**config.mk**
```make
export PLATFORM = sky130hd
export DESIGN_NAME = sdram_rr_arbiter
export DESIGN_NICKNAME = d
export VERILOG_FILES = /design/src/rtl/sdram_arb_pkg.sv /design/src/rtl/sdram_arb_pend_fifo.sv /design/src/rtl/sdram_rr_arbiter.sv
export SDC_FILE = /design/constraint.sdc
export NUM_CORES = 1
export LEC_CHECK = 0
export CORE_UTILIZATION = 31
export CTS_CLUSTER_DIAMETER = 200
export DETAILED_ROUTE_END_ITERATION = 7
export PLACE_DENSITY = 0.88
export SLEW_MARGIN = 20
export SYNTH_ARGS = -nofsm -noshare
export SYNTH_HDL_FRONTEND = slang
export SYNTH_SLANG_ARGS = --single-unit
```
**constraint.sdc**
```tcl
create_clock -name clk_clk -period 6.4 [get_ports clk_clk]
set_clock_uncertainty 0.15 [all_clocks]
set_input_delay 0.96 -clock clk_clk [delete_from_list [all_inputs] [get_ports clk_clk]]
set_output_delay 0.96 -clock clk_clk [all_outputs]
set_load 0.1 [all_outputs]
```
**src/rtl/sdram_arb_pkg.sv**
```systemverilog
// Shared types for the two-master SDRAM round-robin arbiter.
// Optional grant statistics are enabled with SDRAM_ARB_STATS_EN.
package sdram_arb_pkg;

    typedef enum logic [1:0] {IDLE, OWN0, OWN1} arb_state_t;

    typedef logic owner_t;

    localparam owner_t OWNER_M0 = 1'b0;
    localparam owner_t OWNER_M1 = 1'b1;

endpackage

```
**src/rtl/sdram_arb_pend_fifo.sv**
```systemverilog
// Owner-ID FIFO recording which master issued each outstanding read.
// The full flag comes only from the registered count, so a pop cannot make room for a push in the same cycle.
module sdram_arb_pend_fifo
    import sdram_arb_pkg::*;
#(
    parameter int DEPTH = 4
) (
    input  logic   clk_i,
    input  logic   rst_i,
    input  logic   push_i,
    input  owner_t push_id_i,
    input  logic   pop_i,
    output owner_t head_o,
    output logic   full_o,
    output logic   empty_o
);

    localparam int PW = $clog2(DEPTH);

    owner_t          mem_q [DEPTH];
    logic [PW-1:0]   wr_ptr_q, rd_ptr_q;
    logic [PW:0]     cnt_q, cnt_d;
    logic            do_push, do_pop;

    assign full_o  = (cnt_q == (PW+1)'(DEPTH));
    assign empty_o = (cnt_q == '0);
    assign do_push = push_i & ~full_o;
    assign do_pop  = pop_i & ~empty_o;
    assign head_o  = mem_q[rd_ptr_q];

    always_comb begin
        cnt_d = cnt_q;
        if (do_push && !do_pop) begin
            cnt_d = cnt_q + 1'b1;
        end else if (!do_push && do_pop) begin
            cnt_d = cnt_q - 1'b1;
        end
    end

    // DEPTH is a power of two, so pointer overflow is the wrap.
    always_ff @(posedge clk_i) begin
        if (rst_i) begin
            wr_ptr_q <= '0;
            rd_ptr_q <= '0;
            cnt_q    <= '0;
        end else begin
            if (do_push) wr_ptr_q <= wr_ptr_q + 1'b1;
            if (do_pop)  rd_ptr_q <= rd_ptr_q + 1'b1;
            cnt_q <= cnt_d;
        end
    end

    always_ff @(posedge clk_i) begin
        if (do_push) mem_q[wr_ptr_q] <= push_id_i;
    end

endmodule

```
**src/rtl/sdram_rr_arbiter.sv**
```systemverilog
// Round-robin arbiter sharing one Avalon-MM SDRAM slave between two masters, steering read returns by issue order.
// Define SDRAM_ARB_STATS_EN to add per-master grant counters with stats_clr.
module sdram_rr_arbiter
    import sdram_arb_pkg::*;
#(
    parameter int ADDR_W   = 25,
    parameter int DATA_W   = 16,
    parameter int MAX_PEND = 4
`ifdef SDRAM_ARB_STATS_EN
    ,
    parameter int CNT_W    = 16
`endif
) (
    input  logic              clk_clk,
    input  logic              reset_reset,

    input  logic [ADDR_W-1:0] m0_address,
    input  logic              m0_read,
    input  logic              m0_write,
    input  logic [DATA_W-1:0] m0_writedata,
    input  logic [1:0]        m0_byteenable,
    output logic              m0_waitrequest,
    output logic [DATA_W-1:0] m0_readdata,
    output logic              m0_readdatavalid,

    input  logic [ADDR_W-1:0] m1_address,
    input  logic              m1_read,
    input  logic              m1_write,
    input  logic [DATA_W-1:0] m1_writedata,
    input  logic [1:0]        m1_byteenable,
    output logic              m1_waitrequest,
    output logic [DATA_W-1:0] m1_readdata,
    output logic              m1_readdatavalid,

    output logic [ADDR_W-1:0] s_address,
    output logic              s_read,
    output logic              s_write,
    output logic [DATA_W-1:0] s_writedata,
    output logic [1:0]        s_byteenable,
    input  logic              s_waitrequest,
    input  logic [DATA_W-1:0] s_readdata,
    input  logic              s_readdatavalid,

`ifdef SDRAM_ARB_STATS_EN
    input  logic              stats_clr,
    output logic [CNT_W-1:0]  grant_cnt0,
    output logic [CNT_W-1:0]  grant_cnt1,
`endif
    output logic              err_orphan
);

    arb_state_t state_q, state_d;
    owner_t     last_q, last_d;
    owner_t     own;
    logic       err_q;
    logic       req0, req1, req_own, req_oth;
    logic       granted, sel_read, sel_write, blk, accept;
    logic       fifo_full, fifo_empty;
    owner_t     fifo_head;

    assign req0    = m0_read | m0_write;
    assign req1    = m1_read | m1_write;
    assign granted = (state_q != IDLE);
    assign own     = (state_q == OWN1) ? OWNER_M1 : OWNER_M0;
    assign req_own = (own == OWNER_M1) ? req1 : req0;
    assign req_oth = (own == OWNER_M1) ? req0 : req1;

    // Slave side follows the owner combinationally; only the command strobes are gated.
    assign sel_read     = (own == OWNER_M1) ? m1_read : m0_read;
    assign sel_write    = (own == OWNER_M1) ? m1_write : m0_write;
    assign s_address    = (own == OWNER_M1) ? m1_address : m0_address;
    assign s_writedata  = (own == OWNER_M1) ? m1_writedata : m0_writedata;
    assign s_byteenable = (own == OWNER_M1) ? m1_byteenable : m0_byteenable;

    assign blk     = granted & sel_read & fifo_full;
    assign s_read  = granted & sel_read & ~blk;
    assign s_write = granted & sel_write;
    assign accept  = (s_read | s_write) & ~s_waitrequest;

    assign m0_waitrequest = (state_q == OWN0) ? (s_waitrequest | blk) : 1'b1;
    assign m1_waitrequest = (state_q == OWN1) ? (s_waitrequest | blk) : 1'b1;

    always_comb begin
        state_d = state_q;
        last_d  = last_q;
        unique case (state_q)
            IDLE: begin
                if (req0 && req1) begin
                    state_d = (last_q == OWNER_M0) ? OWN1 : OWN0;
                end else if (req0) begin
                    state_d = OWN0;
                end else if (req1) begin
                    state_d = OWN1;
                end
            end
            OWN0, OWN1: begin
                if (accept) begin
                    last_d = own;
                    if (req_oth) state_d = (own == OWNER_M1) ? OWN0 : OWN1;
                end else if (!req_own) begin
                    state_d = req_oth ? ((own == OWNER_M1) ? OWN0 : OWN1) : IDLE;
                end
            end
            default: state_d = IDLE;
        endcase
    end

    always_ff @(posedge clk_clk) begin
        if (reset_reset) begin
            state_q <= IDLE;
            last_q  <= OWNER_M1;
            err_q   <= 1'b0;
        end else begin
            state_q <= state_d;
            last_q  <= last_d;
            err_q   <= err_q | (s_readdatavalid & fifo_empty);
        end
    end

    sdram_arb_pend_fifo #(
        .DEPTH    (MAX_PEND)
    ) u_pend (
        .clk_i    (clk_clk),
        .rst_i    (reset_reset),
        .push_i   (accept & s_read),
        .push_id_i(own),
        .pop_i    (s_readdatavalid),
        .head_o   (fifo_head),
        .full_o   (fifo_full),
        .empty_o  (fifo_empty)
    );

    assign m0_readdata      = s_readdata;
    assign m1_readdata      = s_readdata;
    assign m0_readdatavalid = s_readdatavalid & ~fifo_empty & (fifo_head == OWNER_M0);
    assign m1_readdatavalid = s_readdatavalid & ~fifo_empty & (fifo_head == OWNER_M1);
    assign err_orphan       = err_q;

`ifdef SDRAM_ARB_STATS_EN
    logic [CNT_W-1:0] cnt0_q, cnt1_q;

    always_ff @(posedge clk_clk) begin
        if (reset_reset || stats_clr) begin
            cnt0_q <= '0;
            cnt1_q <= '0;
        end else begin
            if (accept && own == OWNER_M0 && !(&cnt0_q)) cnt0_q <= cnt0_q + 1'b1;
            if (accept && own == OWNER_M1 && !(&cnt1_q)) cnt1_q <= cnt1_q + 1'b1;
        end
    end

    assign grant_cnt0 = cnt0_q;
    assign grant_cnt1 = cnt1_q;
`endif

endmodule

```
==> out/metrics.yaml <==
outcome:
  status: "finished clean"
cts:
  clock_latency_ns: 0.25
  cts_buffer_depth: 2
  path_clk_slew_ns: 0.06
  postCtsHoldBufs: 0
  cts_setup_buffers: 0
  cts_max_level: 1
  root_buffer: "clkbuf_8"
  ctsResizeCount: 0
  cts.sinks: 17
  cts_tree: "built"
  cts_inserted_buffers: 3
synth:
  synth.cell_area_sq_um: 1750
  synth_nets: 306
  netlist_instances: 186
  synth.ff_latch_count: 17
  ys_warn_count: 0
  synth_ff_type: "dfxtp_1"
  synth-edff-count: 4
  ys_seq_area_frac: 0.217
  syn_avg_cell_area_sq_um: 9.41
  async_flop_share: 0
  synth.distinct_cells: 36
timing:
  finalMaxSlewViolations: 0
  fin_setup_tns_ns: 0
  setup_viol: 0
  min_period_over_period: 0.676
  tightestPinTransition_ns: 1.02
  fin_crit_ns: 4.33
  fmax_ghz: 0.231
  relSlewSlack: 0.318
  rsz0062_at_grt: "no"
  hold_viol: 0
worst_setup_path:
  cpMaxStageDelayCell: "clkdlybuf4s50_1"
  worstSetupStartpoint: "state_q[0]"
  cp-end-kind: "output port"
  startpoint_type: "flip-flop"
  crit_path_max_incr_delay_ns: 0.97
  reg2reg_depth: 11
  cp.arrival_ns: 3.22
  rr_startpoint: "state_q[0]"
  critPathCapture: "m1_waitrequest"
  r2r_slack_ns: 2.75
  reg2reg_to: "u_pend.cnt_q[2]"
  crit_required_ns: 5.29
  criticalPathCategory: "flip-flop to output port"
  crit_chain: "inv_1 > ha_2 > buf_4 > mux2i_2 > nor2_1 > a21oi_1 > nand2_1 > clkdlybuf4s50_1"
  path_max_fanout: 49
final_layout:
  design_area_sq_um: 3050
  syn2layout_area_growth_pct: 74.1
  layout-drive-gt1-share: 0.184
  num-nets-final: 415
  antennaDiodeCount: 0
  final_common_cell: "clkdlybuf4s50_1"
  layout_common_cells: "clkdlybuf4s50_1 (143), mux2_2 (43), nor2_1 (17)"
min_path:
  hp-class: "flip-flop to flip-flop"
  min_path_cells: 2
detailed_routing:
  vias: 1722
  firstDrtPassIters: 4
  viasPerCell: 4.73
  wl_per_cell_um: 15.1
  drc: 0
  totalWireLength_um: 5510
  postRouteAntennaNets: 0
  drt_iter0_drc: 66
global_routing:
  grt.total_usage: 0.177
  grt_pass1_wl_um: 8250
  grt_antenna_before_repair: 0
  grt_max_degree: 50
  overflow: 0
  grt_pass1_vias: 1656
floorplanning:
  dieArea_sq_um: 5950
  die_w_um: 77.1
  ios: 192
  fp-row-count: 26
  core-area_sq_um: 5270
  die_height_um: 77.1
  start_util: 0.332
place:
  port_buffers: 143
  gp_congestion: 0.760
  post_dp_cell_area_sq_um: 3000
  dpl.hpwl_um: 4680
power:
  ir_worst_vdd_v: 0.000243
  p_leak_nw: 1.12
  p_per_area_nw_per_um2: 349
flow_run:
  max-cap-violations: 0
==> stage by stage <==
stage	hold WS (ns)	std cells	util	setup slack [ns]	total power [W]
2_1_floorplan	0.317	186	-	2.20	0.000885
3_3_place_gp	0.294	360	0.570	2.24	0.000982
3_5_place_dp	0.305	360	0.570	2.21	0.000990
4_1_cts	0.320	364	0.578	2.05	0.00107
5_1_grt	0.331	364	0.578	1.86	0.00111
6_report	0.314	364	0.578	2.07	0.00106
==> where the power goes <==
part           leakage [nW]  switching (W)  internal (W)
Combinational         0.954       0.000572      0.000263
Sequential            0.143      0.0000175      0.000135
Clock                0.0255      0.0000343     0.0000431
==> worst min path at each step <==
stage	slack, ns	start	to
finish	0.31	err_orphan	err_orphan
global route	0.33	err_orphan	err_orphan
CTS	0.32	err_orphan	err_orphan
detailed placement	0.31	err_orphan	err_orphan
global placement	0.29	err_orphan	err_orphan
floorplan	0.32	u_pend.cnt_q[2]	u_pend.cnt_q[2]
==> synthesized netlist by cell type (2+ instances only) <==
cell | count | area, sq um
a21oi_1 | 7 | 35.0
and2_1 | 4 | 25.0
buf_4 | 32 | 240
clkbuf_1 | 7 | 26.3
dfxtp_1 | 13 | 260
edfxtp_1 | 4 | 120
ha_1 | 9 | 113
inv_1 | 8 | 30.0
mux2_2 | 43 | 484
mux2i_1 | 2 | 20.0
nand2_1 | 4 | 15.0
nand3_1 | 2 | 10.0
nor2_1 | 17 | 63.8
nor3_1 | 4 | 20.0
o21ai_0 | 4 | 20.0
o311ai_0 | 2 | 17.5
o31ai_1 | 2 | 15.0
xnor2_1 | 3 | 26.3
xor2_1 | 2 | 17.5
==> layout make-up <==
type                       count  area [sq um]
sequential                    17           380
clock inverter                 1          5.00
timing repair buffer         144          1440
inverter                       8          30.0
fill                         478          2220
clock buffer                   3          41.3
multi-input combinational    121          1060
tap                           70          87.6
==> per-layer routing <==
| layer | GRT usage | share of wire | up-vias | wire (um) |
|---|---|---|---|---|
| met5 | 0 | 0 | - | 0 |
| met4 | 0.0377 | 0.0080 | 0 | 44 |
| met3 | 0.0619 | 0.096 | 9 | 527 |
| met2 | 0.322 | 0.54 | 99 | 2950 |
| met1 | 0.196 | 0.36 | 779 | 1980 |
| li1 | - | - | 835 | - |
==> worst max-delay path: cells and delay by family (launching register included) <==
family	cells	cell delay [ns]
flip-flops	1	0.34
multiplexers	1	0.40
buffers and inverters	3	1.58
AND/OR/NAND/NOR	2	0.15
adder cells (fa/ha/maj)	1	0.28
AO/OA/AOI/OAI	1	0.20
==> cell families after synthesis <==
kind of cell	Yosys count	share of synthesized area
adder cells (fa/ha/maj)	10	0.0758
flip-flops	17	0.217
AND/OR/NAND/NOR	37	0.103
XOR/XNOR	5	0.0250
multiplexers	47	0.309
buffers and inverters	48	0.176
AO/OA/AOI/OAI	22	0.0944
Power figures use the tool's default switching activity.
